## src/rtl/keypad_pkg.sv

```systemverilog
// Shared constants, FSM state type and key decoding for the keypad time-entry path.
package keypad_pkg;

  localparam int unsigned NUM_KEYS = 12;
  localparam int unsigned KEY_STAR = 10;
  localparam int unsigned KEY_HASH = 11;

  localparam logic [3:0] DEFAULT_ENTRY_MODE = 4'b0100;

  typedef enum logic [1:0] {
    ST_IDLE  = 2'd0,
    ST_EDIT  = 2'd1,
    ST_CHECK = 2'd2
  } entry_state_t;

  // Index of the highest set key bit; only meaningful for one-hot input.
  function automatic logic [3:0] key_index(input logic [NUM_KEYS-1:0] keys);
    logic [3:0] idx;
    idx = 4'd0;
    for (int k = 0; k < NUM_KEYS; k++) begin
      if (keys[k]) idx = 4'(k);
    end
    return idx;
  endfunction

endpackage

```

## src/rtl/keypad_debounce.sv

```systemverilog
// Debounces the 12-key one-hot keypad into single key events, one per press.
module keypad_debounce
  import keypad_pkg::*;
#(
  parameter int unsigned DEBOUNCE_CYCLES = 20000
) (
  input  logic                clk,
  input  logic                rst,
  input  logic [NUM_KEYS-1:0] keypad_in,
  output logic                key_evt,
  output logic [3:0]          key_code
);

  localparam int unsigned    CNT_W    = $clog2(DEBOUNCE_CYCLES + 1);
  localparam logic [CNT_W-1:0] CNT_LAST = CNT_W'(DEBOUNCE_CYCLES - 1);
  localparam logic [CNT_W-1:0] CNT_SAT  = CNT_W'(DEBOUNCE_CYCLES);

  logic [NUM_KEYS-1:0] cand;
  logic [CNT_W-1:0]    cnt;
  logic                locked;
  logic                same;
  logic                stable_now;
  logic                one_hot;

  // The current cycle completes a stable run when the count already holds DEBOUNCE_CYCLES-1.
  always_comb begin
    same       = (keypad_in == cand);
    stable_now = same && (cnt == CNT_LAST);
    one_hot    = ($countones(keypad_in) == 1);
    key_evt    = stable_now && one_hot && !locked;
    key_code   = key_index(keypad_in);
  end

  // Track the run length of the current pattern and lock out presses until a stable release.
  always_ff @(posedge clk) begin
    if (rst) begin
      cand   <= '0;
      cnt    <= '0;
      locked <= 1'b0;
    end else begin
      cand <= keypad_in;
      if (!same) begin
        cnt <= CNT_W'(1);
      end else if (cnt != CNT_SAT) begin
        cnt <= cnt + CNT_W'(1);
      end
      if (key_evt) begin
        locked <= 1'b1;
      end else if (stable_now && (keypad_in == '0)) begin
        locked <= 1'b0;
      end
    end
  end

endmodule

```

## src/rtl/keypad_time_entry.sv

```systemverilog
// Keypad BCD value entry: edit buffer, cursor, backspace/cancel, range-checked commit and timeout.
module keypad_time_entry
  import keypad_pkg::*;
#(
  parameter int unsigned           NUM_DIGITS      = 6,
  parameter logic [4*NUM_DIGITS-1:0] FIELD_MAX     = 24'h235959,
  parameter logic [4*NUM_DIGITS-1:0] RESET_VALUE   = '0,
  parameter logic [3:0]            ENTRY_MODE      = DEFAULT_ENTRY_MODE,
  parameter int unsigned           DEBOUNCE_CYCLES = 20000,
  parameter int unsigned           TIMEOUT_CYCLES  = 0
) (
  input  logic                          clk,
  input  logic                          rst,
  input  logic [3:0]                    enable,
  input  logic [NUM_KEYS-1:0]           keypad_in,
  output logic [4*NUM_DIGITS-1:0]       value,
  output logic                          value_valid,
  output logic [4*NUM_DIGITS-1:0]       edit_buf,
  output logic [$clog2(NUM_DIGITS+1)-1:0] cursor,
  output logic                          busy,
  output logic                          error
);

  localparam int unsigned VAL_W      = 4 * NUM_DIGITS;
  localparam int unsigned CUR_W      = $clog2(NUM_DIGITS + 1);
  localparam int unsigned NUM_FIELDS = NUM_DIGITS / 2;
  localparam int unsigned TO_W       = (TIMEOUT_CYCLES > 1) ? $clog2(TIMEOUT_CYCLES + 1) : 1;
  localparam int unsigned TO_LAST    = (TIMEOUT_CYCLES > 0) ? TIMEOUT_CYCLES - 1 : 0;

  entry_state_t     state;
  logic [TO_W-1:0]  to_cnt;
  logic             key_evt;
  logic [3:0]       key_code;
  logic             in_mode;
  logic             is_digit;
  logic [VAL_W-1:0] wr_buf;
  logic [VAL_W-1:0] bs_buf;
  logic             fields_ok;

  keypad_debounce #(
    .DEBOUNCE_CYCLES(DEBOUNCE_CYCLES)
  ) u_debounce (
    .clk      (clk),
    .rst      (rst),
    .keypad_in(keypad_in),
    .key_evt  (key_evt),
    .key_code (key_code)
  );

  // Candidate buffers for a digit write at the cursor and a backspace behind it.
  always_comb begin
    in_mode  = (enable == ENTRY_MODE);
    is_digit = (key_code < 4'd10);
    wr_buf   = edit_buf;
    bs_buf   = edit_buf;
    for (int i = 0; i < NUM_DIGITS; i++) begin
      if (cursor == CUR_W'(i))     wr_buf[4*(NUM_DIGITS-1-i) +: 4] = key_code;
      if (cursor == CUR_W'(i + 1)) bs_buf[4*(NUM_DIGITS-1-i) +: 4] = 4'd0;
    end
  end

  // Every digit pair must be within its limit; BCD pairs order correctly as unsigned bytes.
  always_comb begin
    fields_ok = 1'b1;
    for (int p = 0; p < NUM_FIELDS; p++) begin
      if (edit_buf[8*p +: 8] > FIELD_MAX[8*p +: 8]) fields_ok = 1'b0;
    end
  end

  // Entry FSM with registered outputs; leaving the mode takes priority over keys and CHECK.
  always_ff @(posedge clk) begin
    if (rst) begin
      state       <= ST_IDLE;
      value       <= RESET_VALUE;
      edit_buf    <= RESET_VALUE;
      cursor      <= '0;
      value_valid <= 1'b0;
      error       <= 1'b0;
      busy        <= 1'b0;
      to_cnt      <= '0;
    end else begin
      value_valid <= 1'b0;
      error       <= 1'b0;
      unique case (state)
        ST_IDLE: begin
          if (in_mode) begin
            state    <= ST_EDIT;
            busy     <= 1'b1;
            edit_buf <= value;
            cursor   <= '0;
            to_cnt   <= '0;
          end
        end
        ST_EDIT: begin
          if (!in_mode) begin
            state    <= ST_IDLE;
            busy     <= 1'b0;
            edit_buf <= value;
            cursor   <= '0;
          end else if (key_evt) begin
            to_cnt <= '0;
            if (is_digit) begin
              if (cursor != CUR_W'(NUM_DIGITS)) begin
                edit_buf <= wr_buf;
                cursor   <= cursor + CUR_W'(1);
              end
            end else if (key_code == 4'(KEY_STAR)) begin
              if (cursor != '0) begin
                edit_buf <= bs_buf;
                cursor   <= cursor - CUR_W'(1);
              end else begin
                edit_buf <= value;
              end
            end else begin
              state <= ST_CHECK;
            end
          end else if (TIMEOUT_CYCLES != 0) begin
            if (to_cnt == TO_W'(TO_LAST)) begin
              edit_buf <= value;
              cursor   <= '0;
              to_cnt   <= '0;
            end else begin
              to_cnt <= to_cnt + TO_W'(1);
            end
          end
        end
        ST_CHECK: begin
          to_cnt <= '0;
          cursor <= '0;
          if (!in_mode) begin
            state    <= ST_IDLE;
            busy     <= 1'b0;
            edit_buf <= value;
          end else begin
            state <= ST_EDIT;
            if (fields_ok) begin
              value       <= edit_buf;
              value_valid <= 1'b1;
            end else begin
              error    <= 1'b1;
              edit_buf <= value;
            end
          end
        end
        default: begin
          state <= ST_IDLE;
          busy  <= 1'b0;
        end
      endcase
    end
  end

endmodule

```

## config.mk

```make
export PLATFORM = sky130hd
export DESIGN_NAME = keypad_time_entry
export DESIGN_NICKNAME = d
export VERILOG_FILES = /design/src/rtl/keypad_pkg.sv /design/src/rtl/keypad_debounce.sv /design/src/rtl/keypad_time_entry.sv
export SDC_FILE = /design/constraint.sdc
export NUM_CORES = 1
export LEC_CHECK = 0
export ABC_AREA = 1
export ABC_CLOCK_PERIOD_IN_PS = 5000
export CAP_MARGIN = 20
export CORE_UTILIZATION = 51
export DETAILED_ROUTE_END_ITERATION = 16
export PLACE_DENSITY = 0.79
export SYNTH_ARGS = -nofsm -noshare
export SYNTH_HDL_FRONTEND = slang
export SYNTH_SLANG_ARGS = --single-unit
```

## constraint.sdc

```tcl
create_clock -name clk -period 5 [get_ports clk]
set_input_delay 1 -clock clk [delete_from_list [all_inputs] [get_ports clk]]
set_output_delay 1 -clock clk [all_outputs]
set_load 0.01 [all_outputs]
```

* Word level (Yosys, flattened, before mapping)
Cells that the tools add are included.
** Cells by class
- Equality and inequality tests :: 36
- Bitwise operators :: 3
- $lt $le $gt $ge :: 4
- Multiplexer cells :: 60
- Reduce and logical (&&, ||, !) cells :: 23
- Add/sub/neg operators :: 14
** Operators with widths (number)
- 2-to-1 mux 24 bit :: 9
- adder 32 bit :: 5
- case mux 24 bit (3 select lines) :: 1
- 2-to-1 mux 4 bit :: 16
- AND reduction 7 bit :: 6
- != test 4 bit (second input constant) :: 9
- 2-to-1 mux 3 bit :: 11
- == test 32 x 2 -> 1 bit (second input constant) :: 1
- != test 5 bit (second input constant) :: 6
- greater-than comparator 8 x 7 -> 1 bit (second input constant) :: 2
- adder 15 x 1 -> 15 bit (second input constant) :: 1
- == test 15 bit (second input constant) :: 1
- != test 15 bit (second input constant) :: 1
- 2-to-1 mux 2 bit :: 7
- 2-to-1 mux 1 bit :: 13
- adder 1 x 1 -> 2 bit :: 6
- == test 12 bit :: 1
- logical NOT 12 bit :: 1
- != test 3 bit (second input constant) :: 4
- == test 3 bit (second input constant) :: 3
- case mux 3 bit (3 select lines) :: 1
- greater-than comparator 8 x 6 -> 1 bit (second input constant) :: 1
- == test 3 x 2 -> 1 bit (second input constant) :: 2
- != test 2 bit (second input constant) :: 3
- 22 further kinds :: 29
** Word-level totals
- Word-level logic and storage cells :: 156
- Flip-flop bits (word level) :: 84
- Input bits :: 18
- Output and inout port bits :: 54

* Depth between registers and ports, before layout
- Word-level depth :: 17
- Gate-level depth with buffers :: 21
- Mapped depth without buffers :: 21

* Modules after synthesis
From an unflattened synthesis, not the netlist that was laid out.
** Second synthesis, totals
- Cell total of the unflattened synthesis :: 824
- Area, all modules :: 5403.9 µm²
** By module, submodules not included
- keypad_time_entry :: area an instance 3590.9 µm², times used 1, sequential area each 1121.1 µm², cells an instance 576
- keypad_debounce :: area an instance 1813.0 µm², times used 1, sequential area each 560.5 µm², cells an instance 248

* Worst setup path before layout
No wires, ideal clock.
- Path kind :: input port to flip-flop
- Start :: input keypad_in[0]
- End :: register edit_buf[15]
- Required time :: 4.872 ns
- Library setup time :: 0.128 ns
- Stages :: 19
- Path slack :: 0.203 ns
- Path buffers :: 0
- Arrival :: 4.670 ns
- Path through :: inv_1 -> ha_1 -> inv_1 -> fa_1 -> fa_1 -> inv_1 -> fa_1 -> ha_1 -> fa_1 -> nor3_1 -> nand2_1 -> nor2_1 -> nand4_4 -> a21oi_4 -> nand2_2 -> inv_4 -> nand2_2 -> o21ai_1 -> nor2_1
** On the way
- Word-level cells in the longest chain between the ends :: 9
- Elaborated cells between the ends (all ways) :: 11
- Those cells by class :: add/sub (4); eq/ne (3); reduce/logical (4)
** RTL lines
- start: declaration :: line keypad_time_entry.sv:15 : input logic [NUM_KEYS-1:0] keypad_in,
- adder 1 x 1 -> 2 bit (not written as such) :: line keypad_debounce.sv:29 : one_hot = ($countones(keypad_in) == 1);
- adder 32 bit (not written as such) (3 in series) :: line keypad_debounce.sv:29
- == test 32 x 2 -> 1 bit :: line keypad_debounce.sv:29
- logical AND 1 bit (*) (2 in series) :: line keypad_debounce.sv:30 : key_evt = stable_now && one_hot && !locked;
- != test 3 bit (no source line) (*)
- AND reduction 7 bit (no source line) (*)
- end signal: assignment :: line keypad_time_entry.sv:89 : edit_buf <= value;
- end signal: assignment :: line keypad_time_entry.sv:98 : edit_buf <= value;
- end signal: assignment :: line keypad_time_entry.sv:104 : edit_buf <= wr_buf;
- end: declaration :: line keypad_time_entry.sv:18 : output logic [4*NUM_DIGITS-1:0] edit_buf,
Every way passes the cells marked *; elsewhere a longest branch is shown, timed or not.
A chain may end at the register's enable or synchronous reset.

* Worst setup path after layout
- Start :: input keypad_in[3]
- End :: register edit_buf[12]
** On the way
- Word-level cells in the longest chain between the ends :: 15
- Elaborated cells between the ends (all ways) :: 32
- Those cells by class :: add/sub (4); order compare (1); eq/ne (8); mux (15); reduce/logical (4)
** RTL lines
- parallel branches: the longest is 15 deep, another holds adder 32 bit
Several ways; the timed one is not identified. The select of a mux whose other input is x is not followed.

==> results.json <==
{
  "status": "finished, final reports clean",
  "fin_nets": 1010,
  "gp_congestion": 0.9727,
  "port_buffers": 71,
  "start_util_pct": 53.20,
  "layout_setup_ws_ns": 0.1625,
  "grt_use_total_pct": 27.54,
  "die-height_um": 106.2,
  "cp.required_ns": 5.31,
  "ant_nets": 0,
  "yosysWarnings": 0,
  "peakVddDrop_mv": 0.4836,
  "htree_levels": 3,
  "synth_largest_area_cell": "dfxtp_1",
  "syn_avg_cell_area_um2": 6.384,
  "antenna_cells": 0,
  "grt_pass1_vias": 4968,
  "rows": 37,
  "hp-start": "u_debounce.cnt[10]$_SDFFE_PP0P_",
  "swShare_pct": 45.69,
  "antenna_found_initial": 0,
  "end_kind": "flip-flop",
  "cts_sinks": 84,
  "cap_violations": 0,
  "slew_violations": 0,
  "final.min_clock_period_ns": 4.838,
  "holdPathStages": 2,
  "io_pins": 72,
  "synth-edff-count": 0,
  "synth_area_um2": 5542,
  "tritoncts": "yes",
  "crit_fanout": 6,
  "rr_worst_depth": 13,
  "clk_pin_slew_worst_paths_ns": 0.09,
  "setup_violations": 0,
  "drt_wl_total_um": 15770,
  "grt_max_degree": 34,
  "hp-class": "flip-flop to flip-flop",
  "syn-num-nets": 924,
  "min_to": "u_debounce.cnt[10]$_SDFFE_PP0P_",
  "insertion_delay_ns": 0.37,
  "criticalPathCategory": "input pin to flip-flop",
  "hold_buffers": 0,
  "drive_gt1_share_pct": 10.84,
  "hold_viol": 0,
  "synthDistinctLibCells": 42,
  "synth-seq-cells": 84,
  "coreArea_um2": 10420,
  "syn2layout_area_growth_pct": 23.80,
  "dr.pass1.iters": 6,
  "place_ws_ns": -0.5606,
  "die_w_um": 106.2,
  "comb_power_share_pct": 55.3,
  "worst_clock_skew_ns": 0.01251,
  "synth-async-reset-ratio_pct": 0,
  "synth.most_common_cell": "nand2_1",
  "max_freq_ghz": 0.2067,
  "tightestPinTransition_ns": 0.7492,
  "post-route-period-util_pct": 96.75,
  "grt_pass1_wl_um": 24610,
  "pwr-share-clk_pct": 17.3,
  "r2r-start": "state[1]$_SDFFE_PP0P_",
  "slew_headroom_pct": 50.00,
  "num_vias": 5796,
  "cts_max_path_buffers": 2,
  "drc": 0,
  "ys_seq_area_share_pct": 30.35,
  "p_switching_mw": 1.490,
  "internal-power_mw": 1.771,
  "syn_inst": 868,
  "detailed_place_hpwl_um": 11170,
  "p_per_area_nw_per_um2": 475.4,
  "die-area_um2": 11290,
  "startpoint_type": "input pin",
  "synth_common_cells": "nand2_1 (257), inv_1 (120), nor2_1 (93)",
  "wl_per_cell_um": 14.40,
  "fin_area_um2": 6860,
  "cts_made_buffers": 9,
  "pwr-share-seq_pct": 27.4,
  "cellLeakagePower_nw": 3.035,
  "drt-initial-drc-count": 448,
  "synth_top_cell_area_share_pct": 30.35,
  "vias_per_cell": 5.293,
  "regToRegSetupSlack_ns": 1.76,
  "cts-root-buf": "clkbuf_8",
  "ys_top_cells_by_area": "dfxtp_1 (30%), nand2_1 (17%), inv_1 (8.1%)",
  "worst_r2r_endpoint": "edit_buf[6]$_SDFFE_PP0P_",
  "placed_area_um2": 6499,
  "synth_ff_type": "dfxtp_1",
  "grt_overflow": 0,
  "critical_path_arrival_ns": 5.15
}
## layout by cell type, fill, tap and decap left out, types with 5 or more instances in the layout
master	count
ha_1	28
xor2_1	8
nand4_1	10
nor2_4	5
nand3_1	45
dfxtp_1	84
clkbuf_8	10
nor2_1	90
nand3_2	5
o21ai_0	42
buf_4	29
nand2_1	254
xnor2_1	5
nand2_2	7
fa_1	6
nor3_1	11
a21oi_1	70
inv_2	12
inv_1	111
clkdlybuf4s50_1	64
## per-layer routing
layer | up-vias | routed length, um | global-route usage [%]
li1 | 2911 | - | -
met1 | 2578 | 7189 | 38.18
met2 | 266 | 7110 | 43.88
met3 | 41 | 1081 | 4.047
met4 | 0 | 389 | 8.730
met5 | - | 0 | 0
## registers in the layout, summed over array words and instances, names as in the netlist
signal / flops
u_debounce.cnt: 15
busy: 1
value_valid: 1
u_debounce.locked: 1
state: 2
u_debounce.cand: 12
error: 1
cursor: 3
value: 24
edit_buf: 24
## layout make-up
type | count | area [um2]
multi-input combinational | 632 | 3392
tap | 136 | 170.2
sequential | 84 | 1682
fill | 918 | 3556
clock buffer | 11 | 141.4
clock inverter | 5 | 82.58
timing repair buffer | 100 | 908.4
inverter | 127 | 484.2
## power by group through the flow
| stage | combinational [mW] | clock [mW] | sequential (mW) |
|---|---|---|---|
| floorplan | 1.06 | 0 | 0.926 |
| global placement | 1.60 | 0 | 0.907 |
| detailed placement | 1.63 | 0 | 0.906 |
| CTS | 1.70 | 0.567 | 0.892 |
| global route | 1.99 | 0.599 | 0.911 |
| finish | 1.80 | 0.564 | 0.895 |
## worst max path at each step
| stage | start | endpoint | depth (start not counted) |
|---|---|---|---|
| 2_1_floorplan | keypad_in[0] | edit_buf[15]$_SDFFE_PP0P_ | 19 |
| 3_3_place_gp | keypad_in[0] | cursor[0]$_SDFFE_PP0P_ | 21 |
| 3_5_place_dp | keypad_in[0] | cursor[0]$_SDFFE_PP0P_ | 20 |
| 4_1_cts | keypad_in[3] | edit_buf[12]$_SDFFE_PP0P_ | 21 |
| 5_1_grt | keypad_in[3] | edit_buf[2]$_SDFFE_PP0P_ | 21 |
| 6_report | keypad_in[3] | edit_buf[12]$_SDFFE_PP0P_ | 21 |
## kinds of logic (layout without fill, tap and decap cells)
group | count (synthesis) | in the layout | share of synthesized area (%)
buffers and inverters | 152 | 243 | 10.57
adder cells (fa/ha/maj) | 38 | 38 | 9.528
flip-flops | 84 | 84 | 30.35
AO/OA/AOI/OAI | 136 | 136 | 13.16
AND/OR/NAND/NOR | 445 | 445 | 34.34
XOR/XNOR | 13 | 13 | 2.055
## through the flow
| stage | std cells | hold WS (ns) | setup TNS [ns] | util [%] | power [mW] |
|---|---|---|---|---|---|
| finish | 1095 | 0.4836 | 0 | 65.86 | 3.261 |
| global route | 1095 | 0.5104 | -0.1924 | 65.86 | 3.497 |
| CTS | 1092 | 0.4850 | 0 | 65.15 | 3.157 |
| detailed placement | 1075 | 0.4694 | -14.64 | 62.39 | 2.536 |
| global placement | 1075 | 0.4676 | -13.90 | 62.39 | 2.510 |
| floorplan | 868 | 0.4443 | 0 | - | 1.985 |
## critical path, stage by stage
cell and delay (ns):
dlymetal6s2s_1 0.12, inv_2 0.07, ha_4 0.26, inv_2 0.03
fa_1 0.48, fa_1 0.52, inv_1 0.05, fa_1 0.56
ha_2 0.22, fa_2 0.45, nor3_2 0.17, nand2_1 0.09
nor2_2 0.16, nand4_4 0.12, a21oi_4 0.25, nand2_4 0.15
inv_8 0.12, nand2_8 0.07, nand2_2 0.07, nand2_1 0.04
nor2_1 0.14
## repair_timing
item | in CTS | in global routing
gates resized for setup | 17 | 32
setup buffers | 1 | 3
setup endpoints to repair | 29 | 29
endpoints found under the hold margin | 0 | 0
pin swaps | 13 | 15
Power figures use the tool's default switching activity.
